File: src/rtl/shift_add_multiplier_if.sv
// Operand/result bundle between operand decode, the multiplier and writeback.
// start/a/b flow in; busy/done/product flow back out.
interface shift_add_multiplier_if #(
    parameter int N = 8
);
    logic           start;
    logic [N-1:0]   a;
    logic [N-1:0]   b;
    logic           busy;
    logic           done;
    logic [2*N-1:0] product;

    modport master (
        output start, a, b,
        input  busy, done, product
    );

    modport slave (
        input  start, a, b,
        output busy, done, product
    );
endinterface

File: src/rtl/shift_add_multiplier.sv
// Sequential unsigned NxN->2N shift-add multiplier.
// N RUN cycles plus one DONE cycle per product; start is ignored while busy.
module shift_add_multiplier #(
    parameter int N = 8
) (
    input  logic                  clk,
    input  logic                  rst_n,
    shift_add_multiplier_if.slave mul
);
    typedef enum logic [1:0] {S_IDLE, S_RUN, S_DONE} state_t;

    localparam int              CW   = $clog2(N + 1);
    localparam logic [CW-1:0]   LAST = CW'(N - 1);

    state_t           state_q, state_d;
    logic [N-1:0]     mcand_q, mcand_d;
    logic [2*N-1:0]   acc_q, acc_d;
    logic [2*N-1:0]   product_q, product_d;
    logic [CW-1:0]    count_q, count_d;
    logic             busy_q, busy_d;
    logic             done_q, done_d;

    logic [N:0]       rca_sum;
    logic [N:0]       upper;
    logic [2*N-1:0]   acc_shift;

    // N+1-bit ripple-carry adder; the top bit of the sum holds the carry-out.
    always_comb begin
        logic [N:0] x;
        logic [N:0] y;
        logic       c;
        x       = {1'b0, acc_q[2*N-1:N]};
        y       = {1'b0, mcand_q};
        c       = 1'b0;
        rca_sum = '0;
        for (int i = 0; i <= N; i++) begin
            rca_sum[i] = x[i] ^ y[i] ^ c;
            c          = (x[i] & y[i]) | (c & (x[i] ^ y[i]));
        end
    end

    assign upper     = acc_q[0] ? rca_sum : {1'b0, acc_q[2*N-1:N]};
    assign acc_shift = {upper, acc_q[N-1:1]};

    always_comb begin
        state_d   = state_q;
        mcand_d   = mcand_q;
        acc_d     = acc_q;
        count_d   = count_q;
        product_d = product_q;
        case (state_q)
            S_IDLE, S_DONE: begin
                if (mul.start) begin
                    state_d = S_RUN;
                    mcand_d = mul.a;
                    acc_d   = {{N{1'b0}}, mul.b};
                    count_d = '0;
                end else begin
                    state_d = S_IDLE;
                end
            end
            S_RUN: begin
                acc_d   = acc_shift;
                count_d = count_q + 1'b1;
                if (count_q == LAST) begin
                    state_d   = S_DONE;
                    product_d = acc_shift;
                end
            end
            default: state_d = S_IDLE;
        endcase
        busy_d = (state_d == S_RUN);
        done_d = (state_d == S_DONE);
    end

    always_ff @(posedge clk or negedge rst_n) begin
        if (!rst_n) begin
            state_q   <= S_IDLE;
            mcand_q   <= '0;
            acc_q     <= '0;
            count_q   <= '0;
            product_q <= '0;
            busy_q    <= 1'b0;
            done_q    <= 1'b0;
        end else begin
            state_q   <= state_d;
            mcand_q   <= mcand_d;
            acc_q     <= acc_d;
            count_q   <= count_d;
            product_q <= product_d;
            busy_q    <= busy_d;
            done_q    <= done_d;
        end
    end

    assign mul.busy    = busy_q;
    assign mul.done    = done_q;
    assign mul.product = product_q;
endmodule

File: src/flat_wrapper.sv
// flat-port wrapper written by rule: the top's interface ports become plain ports
module shift_add_multiplier_flat 
#(
    parameter int N = 8
)
  (clk, rst_n, mul_start, mul_a, mul_b, mul_busy, mul_done, mul_product);
  shift_add_multiplier_if #(.N(N)) mul_i ();
  input  logic clk;
  input  logic rst_n;
  input wire logic [$bits(mul_i.start)-1:0] mul_start;
  input wire logic [$bits(mul_i.a)-1:0] mul_a;
  input wire logic [$bits(mul_i.b)-1:0] mul_b;
  output wire logic [$bits(mul_i.busy)-1:0] mul_busy;
  output wire logic [$bits(mul_i.done)-1:0] mul_done;
  output wire logic [$bits(mul_i.product)-1:0] mul_product;
  assign mul_i.start = mul_start;
  assign mul_i.a = mul_a;
  assign mul_i.b = mul_b;
  assign mul_busy = mul_i.busy;
  assign mul_done = mul_i.done;
  assign mul_product = mul_i.product;
  shift_add_multiplier #(.N(N)) u_core (.clk(clk), .rst_n(rst_n), .mul(mul_i));
endmodule
File: config.mk
export PLATFORM = sky130hd
export DESIGN_NAME = shift_add_multiplier_flat
export DESIGN_NICKNAME = d
export VERILOG_FILES = /design/src/rtl/shift_add_multiplier_if.sv /design/src/rtl/shift_add_multiplier.sv /design/src/flat_wrapper.sv
export SDC_FILE = /design/constraint.sdc
export NUM_CORES = 1
export LEC_CHECK = 0
export CAP_MARGIN = 40
export CORE_UTILIZATION = 41
export CTS_CLUSTER_DIAMETER = 120
export DETAILED_ROUTE_END_ITERATION = 8
export PLACE_DENSITY_LB_ADDON = 0.25
export SLEW_MARGIN = 25
export SYNTH_ARGS = -nofsm -noshare
export SYNTH_HDL_FRONTEND = slang
export SYNTH_SLANG_ARGS = --single-unit
File: constraint.sdc
create_clock -name clk -period 5.9 [get_ports clk]
set_clock_uncertainty 0.15 [all_clocks]
set_input_delay 1.18 -clock clk [delete_from_list [all_inputs] [get_ports clk]]
set_output_delay 1.18 -clock clk [all_outputs]
set_load 0.02 [all_outputs]
==> impl_results.md, run 1 <==
* Routability Congestion at 0.724
* CTS tree: built
* Number of nets in the layout at 245
* H-tree levels at 2
* Final worst path period need at 3.64 ns
* Synthesized area per cell at 11.9 µm²
* Number of buffers created by CTS at 5
* Clk sinks at 48
* CP required at 5.92 ns
* Worst-path maximum fanout at 3
* Power per Cell Area at 565 nW/µm²
* Layout cell share with drive strength beyond 1 at 0.119
* P&R area growth vs syn at 22.9%
* Met2 Wirelength at 1930 µm
* Mapped Nets at 210
* IO Count at 37
* Final TNS setup at 0 ns
* FP Rows at 26
* Reg area at 1200 µm²
* Tot GR Track Use at 0.169
* WL met1 at 1980 µm
* Vias/cell at 4.90
* Final ANT Viol Nets at 0
* Antenna diodes at 0
* # fillers at 501
* 1st-iter DRT viols at 69
* Placed Cells at 280
* Slew Limit Headroom at 0.516
* DRT Pass-1 Iters at 4
* Max Cap Viol at 0
* Multi-input combinational cell area at 847 µm²
* Register bit total from synthesis at 48
* Vias in the first global route at 1423
* Tightest Pin Transition at 0.726 ns
* Final Worst Setup Slack at 2.26 ns
* DR top layer: met4
* Core area at 5110 µm²
* FMAX at 0.275 GHz
* Final Cell Area at 2670 µm²
* Final hold viol count at 0
* Routed WL at 4100 µm
* Clk_lat worst skew at 0.30 ns
* Sequential fraction of the synthesis area at 0.553
* Yosys warning total at 0
* Residual DRC at 0
* Worst min-delay path class: register to register
* RSZ-0062 raised after global routing: no
* Hold_ws at 0.346 ns
* First-pass GRT wire length at 6910 µm
* Dpl cell area at 2570 µm²
* Post-synth EDFFs at 0
* Via Count at 1412
* Largest net degree at the start of global routing at 49
* Die height at 74.8 µm
* Hold buffers post-CTS at 0
* Syn Std Cell Area at 2170 µm²
* # Post-CTS Setup Buffers at 0
* Worst-path clk slew at 0.09 ns
* CTS resizes at 0
* Yosys cell types at 27
* Crit share post-route at 0.617
* CTS root buffer: clkbuf_8
* Floorplan die width at 74.8 µm
* Die area at 5590 µm²
* Cell leakage power at 1.19 nW
* Final setup viols at 0
* CTS max path bufs at 2
* Main synth FF type: dfrtp_1
* Final HPWL DP at 2730 µm
* DR WL/cell at 14.2 µm
* Final slew viol count at 0
* IO buf count at 36
* Worst setup SP type: register
* Setup crit end kind: register
* Grt ovf at 0
* Initial antenna violation count at 0
* Total Power at 1.51 mW
* Max IR drop VDD at 0.196 mV
* Metal3 WL at 154 µm
* Post-Syn Instances at 182
* Critical path type: register to register
* Final core utilization at 0.523
* Initial Util at 0.425
* Post-synth ARST share at 1.00
* Run status: finished, final reports clean
* Pre-CTS WS at 2.22 ns
* Fin cells at 288
* Worst EP arrival at 3.66 ns
## final timing paths
kind                       slack (ns)  depth (start not counted)               from               endpoint
max reg2reg                      2.26                         12    u_core.acc_q[8]       u_core.acc_q[14]
min in group asynchronous        0.73                          1              rst_n  u_core.mul.product[3]
min                              0.35                          2  u_core.mcand_q[0]      u_core.mcand_q[0]
max                              2.26                         12    u_core.acc_q[8]       u_core.acc_q[14]
min reg2reg                      0.35                          2  u_core.mcand_q[0]      u_core.mcand_q[0]
max in group asynchronous        4.47                          1              rst_n       u_core.acc_q[13]
## layout by cell type, fill, tap and decap left out, types with 6 or more instances in the layout
| cell | n |
|---|---|
| a22o_1 | 6 |
| a22oi_1 | 7 |
| clkbuf_8 | 6 |
| clkdlybuf4s50_1 | 35 |
| dfrtp_1 | 48 |
| fa_1 | 7 |
| inv_1 | 16 |
| mux2_2 | 8 |
| mux2i_1 | 10 |
| nand2_1 | 27 |
| nand3_1 | 8 |
| o21ai_0 | 7 |
## cell usage after synthesis, types with 3 or more instances
master / number / share of area
nand3_1: 8 / 0.018
nor2_1: 5 / 0.0086
mux2i_1: 10 / 0.046
nand2_1: 27 / 0.047
mux2_4: 5 / 0.035
a22o_1: 6 / 0.024
a22oi_1: 7 / 0.024
dfrtp_1: 48 / 0.55
fa_1: 7 / 0.065
a21oi_1: 4 / 0.0092
o2bb2ai_1: 3 / 0.012
inv_1: 16 / 0.028
clkbuf_1: 6 / 0.010
o21ai_0: 7 / 0.016
mux2_2: 8 / 0.041
## per-layer routing
| layer | track usage | up-vias |
|---|---|---|
| met5 | 0 | - |
| met4 | 0.0566 | 0 |
| met3 | 0.0428 | 4 |
| met2 | 0.257 | 26 |
| met1 | 0.238 | 704 |
| li1 | - | 678 |
## critical path, stage by stage, from the launching register on
cell and delay (ns):
dfrtp_1 0.37, ha_1 0.17, fa_1 0.16, inv_1 0.04
fa_1 0.37, fa_1 0.38, fa_1 0.38, fa_1 0.38
fa_1 0.36, inv_1 0.07, fa_1 0.40, mux2i_1 0.18
o2bb2ai_1 0.09
## registers in the layout (all words and copies together), names as in the netlist
register            cells
u_core.acc_q           16
u_core.mul.product     16
u_core.mcand_q          8
u_core.count_q          4
u_core.state_q          2
u_core.mul.busy         1
u_core.mul.done         1
## power by group
part | leakage [nW] | total, mW | switching, mW | internal (mW)
Sequential | 0.586 | 0.595 | 0.109 | 0.486
Clock | 0.0434 | 0.207 | 0.112 | 0.0950
Combinational | 0.558 | 0.707 | 0.365 | 0.342
## cells by family after synthesis
logic type | share of synthesized area
AO/OA/AOI/OAI | 0.0904
adder cells (fa/ha/maj) | 0.0760
buffers and inverters | 0.0570
flip-flops | 0.553
multiplexers | 0.122
AND/OR/NAND/NOR | 0.101
## final cells by class
| class | instances | area share |
|---|---|---|
| multi-input combinational | 108 | 0.317 |
| clock inverter | 2 | 0.00562 |
| tap | 70 | 0.0328 |
| inverter | 16 | 0.0225 |
| sequential | 48 | 0.450 |
| timing repair buffer | 38 | 0.141 |
| clock buffer | 6 | 0.0309 |
Note: power is estimated with default switching activity, not from simulation.
==> run 2, diff against run 1 <==
==> constraint.sdc (replaced) <==
create_clock -name clk -period 3.05 [get_ports clk]
set_clock_uncertainty 0.15 [all_clocks]
set_input_delay 0.61 -clock clk [delete_from_list [all_inputs] [get_ports clk]]
set_output_delay 0.61 -clock clk [all_outputs]
set_load 0.02 [all_outputs]
==> impl_results.md, run 2 (synthesis gave the netlist of run 1 again) <==
* Run status: finished, violations left
* Failing checks: setup timing
* Most frequent cells in the layout: dfrtp_1, clkdlybuf4s50_1, nand2_1, inv_1, mux2i_1
* Routed WL at 4200 µm (+2.5%)
* Final setup viols at 6 (+6)
* Setup crit end kind: register
* DRT Pass-1 Iters at 4 (unchanged)
* Core area at 5110 µm² (unchanged)
* Residual DRC at 0 (unchanged)
* Final worst path period need at 3.48 ns (-0.156 ns)
* Max IR drop VDD at 0.377 mV (+92%)
* Final Worst Setup Slack at -0.432 ns (-2.69 ns)
* Crit path cell chain: ha_2 > fa_1 > inv_1 > fa_2 > fa_2 > fa_2 > fa_2 > fa_2 > inv_2 > fa_1 > mux2i_1 > mux2i_1
* Vias in the first global route at 1425 (+0.14%)
* H-tree levels at 2 (unchanged)
* Die area at 5590 µm² (unchanged)
* R2r setup slk at -0.43 ns (-2.69 ns)
* Commonest non-fill, non-tap cell in the layout: dfrtp_1
* Tightest Pin Transition at 0.592 ns (-0.134 ns)
* FMAX at 0.287 GHz (+4.5%)
* CTS tree: built
* Final Cell Area at 2750 µm² (+2.9%)
* Worst-path maximum fanout at 2 (-1)
* # fillers at 485 (-3.2%)
* Hold buffers post-CTS at 0 (unchanged)
* DR WL/cell at 14.2 µm (about the same)
* IO Count at 37 (unchanged)
* 1st-iter DRT viols at 130 (+88%)
* Via Count at 1437 (+1.8%)
* Power per Cell Area at 1120 nW/µm² (+98%)
* CP most frequent cell: fa_2
* Worst setup SP type: register
* First-pass GRT wire length at 7100 µm (+2.8%)
* FP Rows at 26 (unchanged)
* Worst-path clk slew at 0.09 ns (about the same)
* CTS root buffer: clkbuf_8
* IO buf count at 36 (unchanged)
* Grt ovf at 0 (unchanged)
* Number of buffers created by CTS at 5 (unchanged)
* P&R area growth vs syn at 26.5%
* RSZ-0062 raised after global routing: yes
* Pre-CTS WS at -0.445 ns (-2.67 ns)
* Initial antenna violation count at 0 (unchanged)
* Fin cells at 295 (+2.4%)
* Final slew viol count at 0 (unchanged)
* CP required at 3.08 ns (-2.84 ns)
* Grt met2 use at 0.264 (+0.00701)
* Worst EP arrival at 3.51 ns (-0.15 ns)
* CTS max path bufs at 2 (unchanged)
* Final hold viol count at 0 (unchanged)
* Worst min-delay path class: input pin to async pin
* Tot GR Track Use at 0.175 (+0.00610)
* Clk sinks at 48 (unchanged)
* GRT busiest layer: met2
* Clk_lat worst skew at 0.30 ns (about the same)
* Global routing met3 resource utilization at 0.0442 (+0.00134)
* Die height at 74.8 µm (unchanged)
* Largest net degree at the start of global routing at 49 (unchanged)
* Cell leakage power at 1.23 nW (+3.5%)
* Dpl cell area at 2630 µm² (+2.1%)
* Crit share post-route at 1.14 (+0.525)
* Critical path type: register to register
* Vias/cell at 4.87 (-0.64%)
* Slowest CP cell: fa_1
* Slew Limit Headroom at 0.606 (+0.0896)
* Number of nets in the layout at 252 (+2.9%)
* Crit-path max cell delay at 0.40 ns (about the same)
* Final ANT Viol Nets at 0 (unchanged)
* Met1 Track Usage GR at 0.249 (+0.0113)
* Placed Cells at 286 (+2.1%)
* Antenna diodes at 0 (unchanged)
* Final HPWL DP at 2800 µm (+2.6%)
* Initial Util at 0.425 (unchanged)
* Routability Congestion at 0.725 (about the same)
* Layout cell share with drive strength beyond 1 at 0.178 (+0.0585)
* Max Cap Viol at 0 (unchanged)
* Floorplan die width at 74.8 µm (unchanged)
-- run 2: cell types whose count changed in the layout (fill, tap and decap cells not counted), sizes merged --
cell	before	now
clkinv	0	1
buf	3	10
clkinvlp	2	0
bufinv	0	1
-- run 2: area by class of cell --
class	instances	area, µm²	share of cell area
multi-input combinational	108	868	0.316
timing repair buffer	45	423	0.154
clock buffer	6	72.6	0.0264
tap	70	87.6	0.0319
sequential	48	1200	0.437
inverter	16	60.1	0.0219
clock inverter	2	35.0	0.0128
-- run 2: metal layers --
metal / vias to the layer above / wire, µm
met5: - / 0
met4: 0 / 55
met3: 6 / 101
met2: 16 / 2000
met1: 713 / 2050
li1: 702 / -
-- run 2: worst paths after layout --
path | from | endpoint | cells after the start
max | u_core.mcand_q[0] | u_core.mul.product[14] | 12
min | rst_n | u_core.mul.product[1] | 2
max reg2reg | u_core.mcand_q[0] | u_core.mul.product[14] | 12
min reg2reg | u_core.count_q[2] | u_core.count_q[2] | 1
max in group asynchronous | rst_n | u_core.acc_q[4] | 2
min in group clk | u_core.count_q[2] | u_core.count_q[2] | 1
-- run 2: repair_timing --
action | in CTS | in global routing
resized for setup | 0 | 1
pin swaps | 3 | 0
buffers inserted | 1 | 0
cloned | 0 | 0
endpoints found under the setup margin | 6 | 6
-- run 2: power breakdown --
group          internal, mW  leakage [nW]  total (mW)  switching [mW]
Clock                 0.243        0.0552       0.452           0.209
Combinational         0.727         0.587        1.47           0.741
Sequential            0.940         0.586        1.15           0.212
Total                  1.91          1.23        3.07            1.16
-- run 2: critical path, delay by kind of cell (launching register included) --
family                   cells  cell delay, ns
flip-flops                   1            0.37
adder cells (fa/ha/maj)      8            2.45
multiplexers                 2            0.28
buffers and inverters        2            0.11
-- run 2: per-stage QoR --
stage	hold WS [ns]	TNS [ns]	util	power, mW
detailed placement	0.327	-1.42	0.514	2.62
finish	0.231	-1.44	0.538	3.07
global placement	0.322	-1.15	0.514	2.59
floorplan	0.164	-0.871	-	2.12
global route	0.297	-2.14	0.538	3.34
CTS	0.266	-1.42	0.537	3.10
==> run 3, diff against run 2 <==
--- a/config.mk
+++ b/config.mk
@@ -9,7 +9,9 @@
 export CORE_UTILIZATION = 41
 export CTS_CLUSTER_DIAMETER = 120
 export DETAILED_ROUTE_END_ITERATION = 8
+export GPL_TIMING_DRIVEN = 0
 export PLACE_DENSITY_LB_ADDON = 0.25
+export SKIP_CTS_REPAIR_TIMING = 1
 export SLEW_MARGIN = 25
 export SYNTH_ARGS = -nofsm -noshare
 export SYNTH_HDL_FRONTEND = slang
==> impl_results.md, run 3 (synthesis gave the netlist of run 1 again) <==
* Routability Congestion at 0.818 (+13%)
* Final HPWL DP at 2910 µm (+4.0%)
* FMAX at 0.285 GHz (-0.63%)
* Antenna diodes at 0 (unchanged)
* Initial Util at 0.425 (unchanged)
* Most frequent cells in the layout: dfrtp_1, clkdlybuf4s50_1, nand2_1, inv_1, mux2i_1
* Worst-path maximum fanout at 3 (+1)
* Crit share post-route at 1.15 (+0.00723)
* Critical path type: register to register
* Worst EP arrival at 3.53 ns (+0.02 ns)
* Pre-CTS WS at -0.476 ns (-0.0316 ns)
* Residual DRC at 0 (unchanged)
* R2r setup slk at -0.45 ns (-0.02 ns)
* CTS max path bufs at 2 (unchanged)
* DR WL/cell at 14.2 µm (about the same)
* Run status: finished, violations left
* Max Cap Viol at 0 (unchanged)
* Grt ovf at 0 (unchanged)
* Hold_ws at 0.150 ns (-0.0807 ns)
* FP Rows at 26 (unchanged)
* Failing checks: setup timing
* Tot GR Track Use at 0.181 (+0.00579)
* Worst setup SP type: register
* Final Worst Setup Slack at -0.454 ns (-0.0220 ns)
* Core area at 5110 µm² (unchanged)
* # fillers at 452 (-6.8%)
* Number of nets in the layout at 253 (+0.40%)
* Final TNS setup at -1.47 ns (-0.0299 ns)
* Routed WL at 4210 µm (+0.29%)
* Floorplan die width at 74.8 µm (unchanged)
* Setup crit end kind: register
* IO Count at 37 (unchanged)
* R2R depth at 12 (unchanged)
* CTS tree: built
* Final setup viols at 6 (unchanged)
* Vias/cell at 4.91 (+0.77%)
* Die area at 5590 µm² (unchanged)
* Worst-path clk slew at 0.09 ns (about the same)
* Clk sinks at 48 (unchanged)
* CP required at 3.08 ns (about the same)
* Tightest Pin Transition at 0.603 ns (+0.0111 ns)
* Die height at 74.8 µm (unchanged)
* Dpl cell area at 2630 µm² (+0.24%)
* Max IR drop VDD at 0.442 mV (+17%)
* Largest net degree at the start of global routing at 49 (unchanged)
* Slew Limit Headroom at 0.598 (-0.00737)
* DRT Pass-1 Iters at 4 (unchanged)
* Vias in the first global route at 1497 (+5.1%)
* RSZ-0062 raised after global routing: yes
* Number of buffers created by CTS at 5 (unchanged)
* IO buf count at 36 (unchanged)
* Layout cell share with drive strength beyond 1 at 0.159 (-0.0185)
* Power per Cell Area at 1100 nW/µm² (-1.8%)
* Commonest non-fill, non-tap cell in the layout: dfrtp_1
* 1st-iter DRT viols at 99 (-24%)
* Cell leakage power at 1.20 nW (-2.0%)
* Worst min-delay path class: input pin to async pin
* CTS root buffer: clkbuf_8
* Total Power at 3.00 mW (-2.3%)
* Final ANT Viol Nets at 0 (unchanged)
* Final slew viol count at 0 (unchanged)
* Via Count at 1453 (+1.1%)
* Fin cells at 296 (+0.34%)
* Reg-to-reg critical path startpoint: u_core.acc_q[8]
* Reg2reg end: u_core.mul.product[14]
* Initial antenna violation count at 0 (unchanged)
* H-tree levels at 2 (unchanged)
* Final Cell Area at 2740 µm² (-0.46%)
* Clk_lat worst skew at 0.30 ns (about the same)
* Final hold viol count at 0 (unchanged)
* Placed Cells at 288 (+0.70%)
* First-pass GRT wire length at 7310 µm (+3.0%)
* P&R area growth vs syn at 25.9%
* Final core utilization at 0.536 (-0.00245)
* Final worst path period need at 3.50 ns (+0.0220 ns)
-- run 3: how the worst max path moves through the flow --
stage                               start                endpoint  slack, ns  depth (start not counted)
after floorplan           u_core.acc_q[8]  u_core.mul.product[14]      -0.34                         12
after detailed placement  u_core.acc_q[8]  u_core.mul.product[14]      -0.48                         12
after global placement    u_core.acc_q[8]  u_core.mul.product[14]      -0.50                         12
final                     u_core.acc_q[8]  u_core.mul.product[14]      -0.45                         12
after global routing      u_core.acc_q[8]  u_core.mul.product[14]      -0.59                         12
after CTS                 u_core.acc_q[8]  u_core.mul.product[14]      -0.51                         12
-- run 3: worst max-delay path: stages (launching register included) --
cell and delay (ns):
dfrtp_1 0.38, ha_2 0.19, fa_1 0.15, inv_1 0.05
fa_2 0.33, fa_2 0.35, fa_2 0.34, fa_2 0.35
fa_2 0.34, inv_2 0.06, fa_1 0.39, mux2i_1 0.19
mux2i_1 0.10
-- run 3: per-layer routing --
layer	routed length, µm	GRT usage	part of all wire	up-vias
met5	0	0	0	-
met4	93	0.0901	0.022	0
met3	147	0.0388	0.035	8
met2	2020	0.251	0.48	36
met1	1950	0.268	0.46	710
li1	-	-	-	699
-- run 3: final cells by class --
class	instances	area (µm²)	area share
well taps	70	87.6	0.0320
clock buffers	8	90.1	0.0329
repair buffers	36	358	0.131
plain buffers	10	63.8	0.0233
multi-input cells	108	875	0.320
flip-flops and latches	48	1200	0.439
inverters	16	60.1	0.0220
-- run 3: power by group --
part | leakage, nW | internal (mW) | switching, mW
combinational | 0.572 | 0.722 | 0.771
clock | 0.0455 | 0.185 | 0.202
sequential | 0.586 | 0.941 | 0.182
